## src/rtl/seq_pack_pkg.sv

```systemverilog
// Shared widths and the packed word record used by the result packer and its FIFO.
// A word carries up to WORD_W detector bits, how many of them are valid, and how many are 1.
package seq_pack_pkg;
   localparam int WORD_W = 8;
   localparam int LEN_W  = 4;
   localparam int BIT_W  = $clog2(WORD_W);

   typedef struct packed {
      logic [WORD_W-1:0] data;
      logic [LEN_W-1:0]  len;
      logic [LEN_W-1:0]  hits;
   } word_t;
endpackage

```

## src/rtl/seq_pack_fifo.sv

```systemverilog
// DEPTH x word_t synchronous FIFO; head is visible combinationally, push/pop take effect on the edge.
// Push on full is ignored unless a pop happens on the same edge; pop on empty is ignored.
module seq_pack_fifo
   import seq_pack_pkg::*;
#(
   parameter int DEPTH = 4,
   localparam int PTR_W = $clog2(DEPTH)
) (
   input  logic           clk,
   input  logic           rst_n,
   input  logic           push,
   input  word_t          push_data,
   input  logic           pop,
   output word_t          head,
   output logic [PTR_W:0] count,
   output logic           full,
   output logic           empty
);

   word_t              r_mem [DEPTH];
   logic [PTR_W-1:0]   r_wr_ptr;
   logic [PTR_W-1:0]   r_rd_ptr;
   logic [PTR_W:0]     r_count;
   logic               w_do_push;
   logic               w_do_pop;

   assign empty     = (r_count == '0);
   assign full      = (r_count == (PTR_W+1)'(DEPTH));
   assign w_do_pop  = pop && !empty;
   assign w_do_push = push && (!full || w_do_pop);
   assign head      = r_mem[r_rd_ptr];
   assign count     = r_count;

   always_ff @(posedge clk or negedge rst_n) begin
      if (!rst_n) begin
         r_wr_ptr <= '0;
         r_rd_ptr <= '0;
         r_count  <= '0;
      end else begin
         if (w_do_push) r_wr_ptr <= r_wr_ptr + PTR_W'(1);
         if (w_do_pop)  r_rd_ptr <= r_rd_ptr + PTR_W'(1);
         r_count <= r_count + (PTR_W+1)'(w_do_push) - (PTR_W+1)'(w_do_pop);
      end
   end

   // Storage needs no reset: nothing reads an entry before it has been written.
   always_ff @(posedge clk) begin
      if (w_do_push) r_mem[r_wr_ptr] <= push_data;
   end

endmodule

```

## src/rtl/seq_pack.sv

```systemverilog
// Packs the 1-bit detector stream into WORD_W-bit words with hit counts, flushing partial words at frame end.
// Word visible the cycle after its last bit (or frame end); stalls hold the head, a push into a full FIFO is dropped and sets overflow.
module seq_pack
   import seq_pack_pkg::*;
#(
   parameter int DEPTH = 4
) (
   input  logic              clk,
   input  logic              rst_n,
   input  logic              in_valid,
   input  logic              in_data,
   input  logic              out_ready,
   output logic              out_valid,
   output logic [WORD_W-1:0] out_data,
   output logic [LEN_W-1:0]  out_len,
   output logic [LEN_W-1:0]  out_hits,
   output logic              overflow
);

   localparam int PTR_W = $clog2(DEPTH);

   logic [WORD_W-1:0] r_acc;
   logic [BIT_W-1:0]  r_bit_cnt;
   logic [LEN_W-1:0]  r_hit_cnt;
   logic              r_in_valid_d;
   logic              r_overflow;

   logic [WORD_W-1:0] w_acc_new;
   logic [LEN_W-1:0]  w_hit_new;
   logic              w_word_done;
   logic              w_push;
   logic              w_pop;
   logic              w_accept;
   word_t             w_push_word;
   word_t             w_head;
   logic [PTR_W:0]    w_count;
   logic              w_full;
   logic              w_empty;

   assign w_word_done = in_valid && (r_bit_cnt == BIT_W'(WORD_W-1));
   assign w_pop       = out_valid && out_ready;
   assign w_accept    = !w_full || w_pop;

   always_comb begin
      w_acc_new            = r_acc;
      w_acc_new[r_bit_cnt] = in_data;
      w_hit_new            = r_hit_cnt + LEN_W'(in_data);
      w_push               = 1'b0;
      w_push_word          = '0;
      if (w_word_done) begin
         w_push      = 1'b1;
         w_push_word = '{data: w_acc_new, len: LEN_W'(WORD_W), hits: w_hit_new};
      end else if (!in_valid && r_in_valid_d && (r_bit_cnt != '0)) begin
         // Frame end: bits above bit_cnt are still zero from the last clear.
         w_push      = 1'b1;
         w_push_word = '{data: r_acc, len: LEN_W'(r_bit_cnt), hits: r_hit_cnt};
      end
   end

   always_ff @(posedge clk or negedge rst_n) begin
      if (!rst_n) begin
         r_acc        <= '0;
         r_bit_cnt    <= '0;
         r_hit_cnt    <= '0;
         r_in_valid_d <= 1'b0;
         r_overflow   <= 1'b0;
      end else begin
         r_in_valid_d <= in_valid;
         if (w_push && !w_accept) r_overflow <= 1'b1;
         if (in_valid && !w_word_done) begin
            r_acc     <= w_acc_new;
            r_bit_cnt <= r_bit_cnt + BIT_W'(1);
            r_hit_cnt <= w_hit_new;
         end else begin
            r_acc     <= '0;
            r_bit_cnt <= '0;
            r_hit_cnt <= '0;
         end
      end
   end

   seq_pack_fifo #(.DEPTH(DEPTH)) u_fifo (
      .clk       (clk),
      .rst_n     (rst_n),
      .push      (w_push),
      .push_data (w_push_word),
      .pop       (w_pop),
      .head      (w_head),
      .count     (w_count),
      .full      (w_full),
      .empty     (w_empty)
   );

   assign out_valid = (w_count != '0);
   assign out_data  = w_empty ? '0 : w_head.data;
   assign out_len   = w_empty ? '0 : w_head.len;
   assign out_hits  = w_empty ? '0 : w_head.hits;
   assign overflow  = r_overflow;

endmodule

```

## config.mk

```make
export PLATFORM = sky130hd
export DESIGN_NAME = seq_pack
export DESIGN_NICKNAME = d
export VERILOG_FILES = /design/src/rtl/seq_pack_pkg.sv /design/src/rtl/seq_pack_fifo.sv /design/src/rtl/seq_pack.sv
export SDC_FILE = /design/constraint.sdc
export NUM_CORES = 1
export LEC_CHECK = 0
export CORE_UTILIZATION = 55
export DETAILED_ROUTE_END_ITERATION = 16
export PLACE_DENSITY = 0.76
export SETUP_SLACK_MARGIN = 0.15
export SYNTH_ARGS = -nofsm -noshare
export SYNTH_HDL_FRONTEND = slang
export SYNTH_SLANG_ARGS = --single-unit
```

## constraint.sdc

```tcl
create_clock -name clk -period 8.1 [get_ports clk]
set_clock_uncertainty 0.05 [all_clocks]
set_input_delay 2.025 -clock clk [delete_from_list [all_inputs] [get_ports clk]]
set_output_delay 2.025 -clock clk [all_outputs]
set_load 0.005 [all_outputs]
```

==> load_flow_metrics.sql <==
INSERT INTO impl_metrics (metric_group, metric, value, unit) VALUES
('global_routing', 'grt_util_all_layers', '18.59', '%'),
('floorplan', 'std_cell_rows', '30', ''),
('global_routing', 'number_of_antenna_violations_at_the_first_check_in_global_routing', '0', ''),
('logic_synthesis', 'postSynthRegisterBits', '88', ''),
('logic_synthesis', 'syn-num-nets', '273', ''),
('cells_and_area', 'layout_net_count', '297', ''),
('route', 'drt_iter0_drc', '86', ''),
('power', 'power_leakage', '1.596', 'nW'),
('clocking', 'post_cts_resized', '0', ''),
('floorplan', 'die_y', '86.82', 'µm'),
('clocking', 'cts_post_setup_buffers_inserted', '0', ''),
('power', 'switching_share', '28.17', '%'),
('timing', 'worst-slew-pin-transition', '1095', 'ps'),
('logic_synthesis', 'synthArstFlopShare', '27.27', '%'),
('clocking', 'clk-insertion-delay-late', '350', 'ps'),
('cells_and_area', 'final.fill_count', '498', ''),
('cells_and_area', 'synthToLayoutAreaGrowth', '12.30', '%'),
('logic_synthesis', 'postSynthAreaPerCell', '15.45', 'µm²'),
('setup_path', 'crit_path_capture_type', 'output pin', ''),
('timing', 'grt_setup_unrepaired', 'no', ''),
('floorplan', 'initial_util', '57.60', '%'),
('cells_and_area', 'final_layout_size_suffix_gt1_share', '11.93', '%'),
('min_path', 'worst_hold_path.endpoint', 'overflow$_DFFE_PN0P_', ''),
('setup_path', 'worst_r2r_path_depth', '11', ''),
('logic_synthesis', 'synth_cell_types', '38', ''),
('timing', 'final_max_slew_viol_count', '0', ''),
('placed_design', 'dp_hpwl', '4328', 'µm'),
('setup_path', 'r2r_end', 'u_fifo.count[2]$_DFF_PN0_', ''),
('placed_design', 'globalplace.congestion', '0.8106', ''),
('power', 'clock_power_share', '22.1', '%'),
('clocking', 'cts_tree', 'done', ''),
('logic_synthesis', 'synth-edff-count', '64', ''),
('power', 'pwr_density_cell', '277.0', 'nW/µm²'),
('clocking', 'clock_sink_count', '88', ''),
('setup_path', 'r2r-start', 'r_bit_cnt[0]$_DFF_PN0_', ''),
('floorplan', 'die_x', '86.82', 'µm'),
('logic_synthesis', 'yosys.area.top_type_share', '48.58', '%'),
('clocking', 'cts_buffers', '9', ''),
('placed_design', 'place.port_buffers', '22', ''),
('setup_path', 'critPathBufInv', '1', ''),
('min_path', 'whs_path_depth', '1', ''),
('route', 'vias_after_detailed_routing', '2104', ''),
('placed_design', 'dp_worst_setup_slack', '3352', 'ps'),
('logic_synthesis', 'yosys_warnings', '0', ''),
('run_status', 'status', 'completed', ''),
('route', 'detail_route.drc_violations', '0', ''),
('power', 'p_sw', '0.3468', 'mW'),
('clocking', 'clock_tree.htree_level_count', '3', ''),
('min_path', 'hold_path_startpoint', 'overflow$_DFFE_PN0P_', ''),
('setup_path', 'critical_path_class', 'register to output pin', ''),
('timing', 'timing.fmax', '0.2112', 'GHz'),
('route', 'detail_route.wirelength', '6334', 'µm'),
('setup_path', 'cpPeakStageDelay', '1010', 'ps'),
('setup_path', 'crit_fanout', '18', ''),
('timing', 'max_transition_margin', '26.80', '%'),
('setup_path', 'cp.arrival', '2660', 'ps'),
('power', 'finalPower', '1.231', 'mW'),
('timing', 'setup_viol', '0', ''),
('timing', 'final_min_period_over_clock_period', '58.46', '%'),
('global_routing', 'grt_first_pass_wirelength', '10170', 'µm'),
('power', 'intPower', '0.8841', 'mW'),
('cells_and_area', 'finalNonFillerCells', '381', ''),
('clocking', 'clock-root-buffer', 'clkbuf_8', ''),
('run', 'maxCapViolations', '0', ''),
('min_path', 'worstHoldPathType', 'register to register', ''),
('floorplan', 'pin_count', '23', ''),
('global_routing', 'grt_start_max_net_pins', '25', ''),
('clocking', 'post_cts_hold_buffer_count', '0', ''),
('power', 'power.sequential.fraction', '48.4', '%'),
('clocking', 'worst_setup_hold_path_clk_slew', '90', 'ps'),
('route', 'drt_pre_antenna_iters', '4', '');
cell usage after synthesis, types with 2 or more instances:
cell type	count
dfrtp_1	24
buf_2	7
edfxtp_1	64
clkbuf_1	3
nor3b_1	5
o22ai_1	8
nand3_1	3
ha_1	11
nor2_1	13
a22oi_1	8
a22o_1	3
and2_1	22
nor3_1	2
nand3b_1	3
o211ai_1	2
nand2_1	5
xnor2_1	5
mux4_1	8
mux2i_1	8
mux4_2	8
nor2b_1	3
or3b_1	3
nand2b_1	4
inv_1	18
or3_1	3
how the worst max path moves through the flow:
stage,end,slack (ps),cells after the start
finish,out_len[3],3360,3
global route,out_hits[3],3240,3
CTS,out_data[7],3300,3
detailed placement,u_fifo.count[2]$_DFF_PN0_,3350,9
global placement,u_fifo.count[2]$_DFF_PN0_,3430,9
floorplan,u_fifo.r_mem[0][0]$_DFFE_PP_,4000,4
logic make-up after synthesis:
kind of cell    synth area share [%]
flops                          63.76
mux                            11.89
fa+ha+maj                      3.985
simple gates                   10.34
compound gates                 4.902
xor+xnor                       1.328
buf+inv                        3.795
sequential cells by signal (all words and copies together) (netlist names):
register	count
u_fifo.r_rd_ptr	2
r_in_valid_d	1
overflow	1
r_acc	8
r_hit_cnt	4
u_fifo.count	3
u_fifo.r_wr_ptr	2
u_fifo.r_mem	64
r_bit_cnt	3
power by group through the flow:
stage                     Clock, mW  Sequential (mW)  Combinational (mW)
after floorplan                   0            0.560               0.265
after global placement            0            0.606               0.360
after detailed placement          0            0.610               0.369
after CTS                     0.277            0.600               0.371
after global routing          0.294            0.606               0.402
final                         0.272            0.595               0.364
metrics by stage:
stage / utilization, % / instance area [µm²] / hold slack [ps]
floorplan: - / 3956 / 411.9
global placement: 62.08 / 4264 / 422.3
detailed placement: 62.08 / 4264 / 420.6
CTS: 64.68 / 4443 / 447.3
global route: 64.68 / 4443 / 478.6
finish: 64.68 / 4443 / 436.8
area by class of cell:
class / count / share of cell area, %
multi-input combinational: 137 / 29.34
sequential: 88 / 56.77
clock inverter: 7 / 1.239
tap: 96 / 2.703
inverter: 18 / 1.521
clock buffer: 9 / 2.788
timing repair buffer: 26 / 5.632
layer usage:
| layer | up-vias | global-route usage (%) | wire length [µm] |
|---|---|---|---|
| met2 | 47 | 28.56 | 2910 |
| met3 | 12 | 3.429 | 226 |
| li1 | 1004 | - | - |
| met1 | 1041 | 26.63 | 3088 |
| met5 | - | 0 | 0 |
| met4 | 0 | 7.273 | 108 |
layout by cell type, fill, tap and decap left out, drive strengths merged, types with 2 or more instances in the layout:
master	n
edfxtp	64
dfrtp	24
and2	22
clkdlybuf4s50	22
inv	20
mux4	16
nor2	13
ha	11
clkbuf	9
mux2i	8
a22oi	8
o22ai	8
xnor2	5
nand2	5
nor3b	5
nand2b	4
buf	4
nand3b	3
or3b	3
or3	3
nor2b	3
a22o	3
nand3	3
clkinv	3
nor3	2
o211ai	2
clkinvlp	2
No activity file was read; power rests on OpenSTA's default activity.
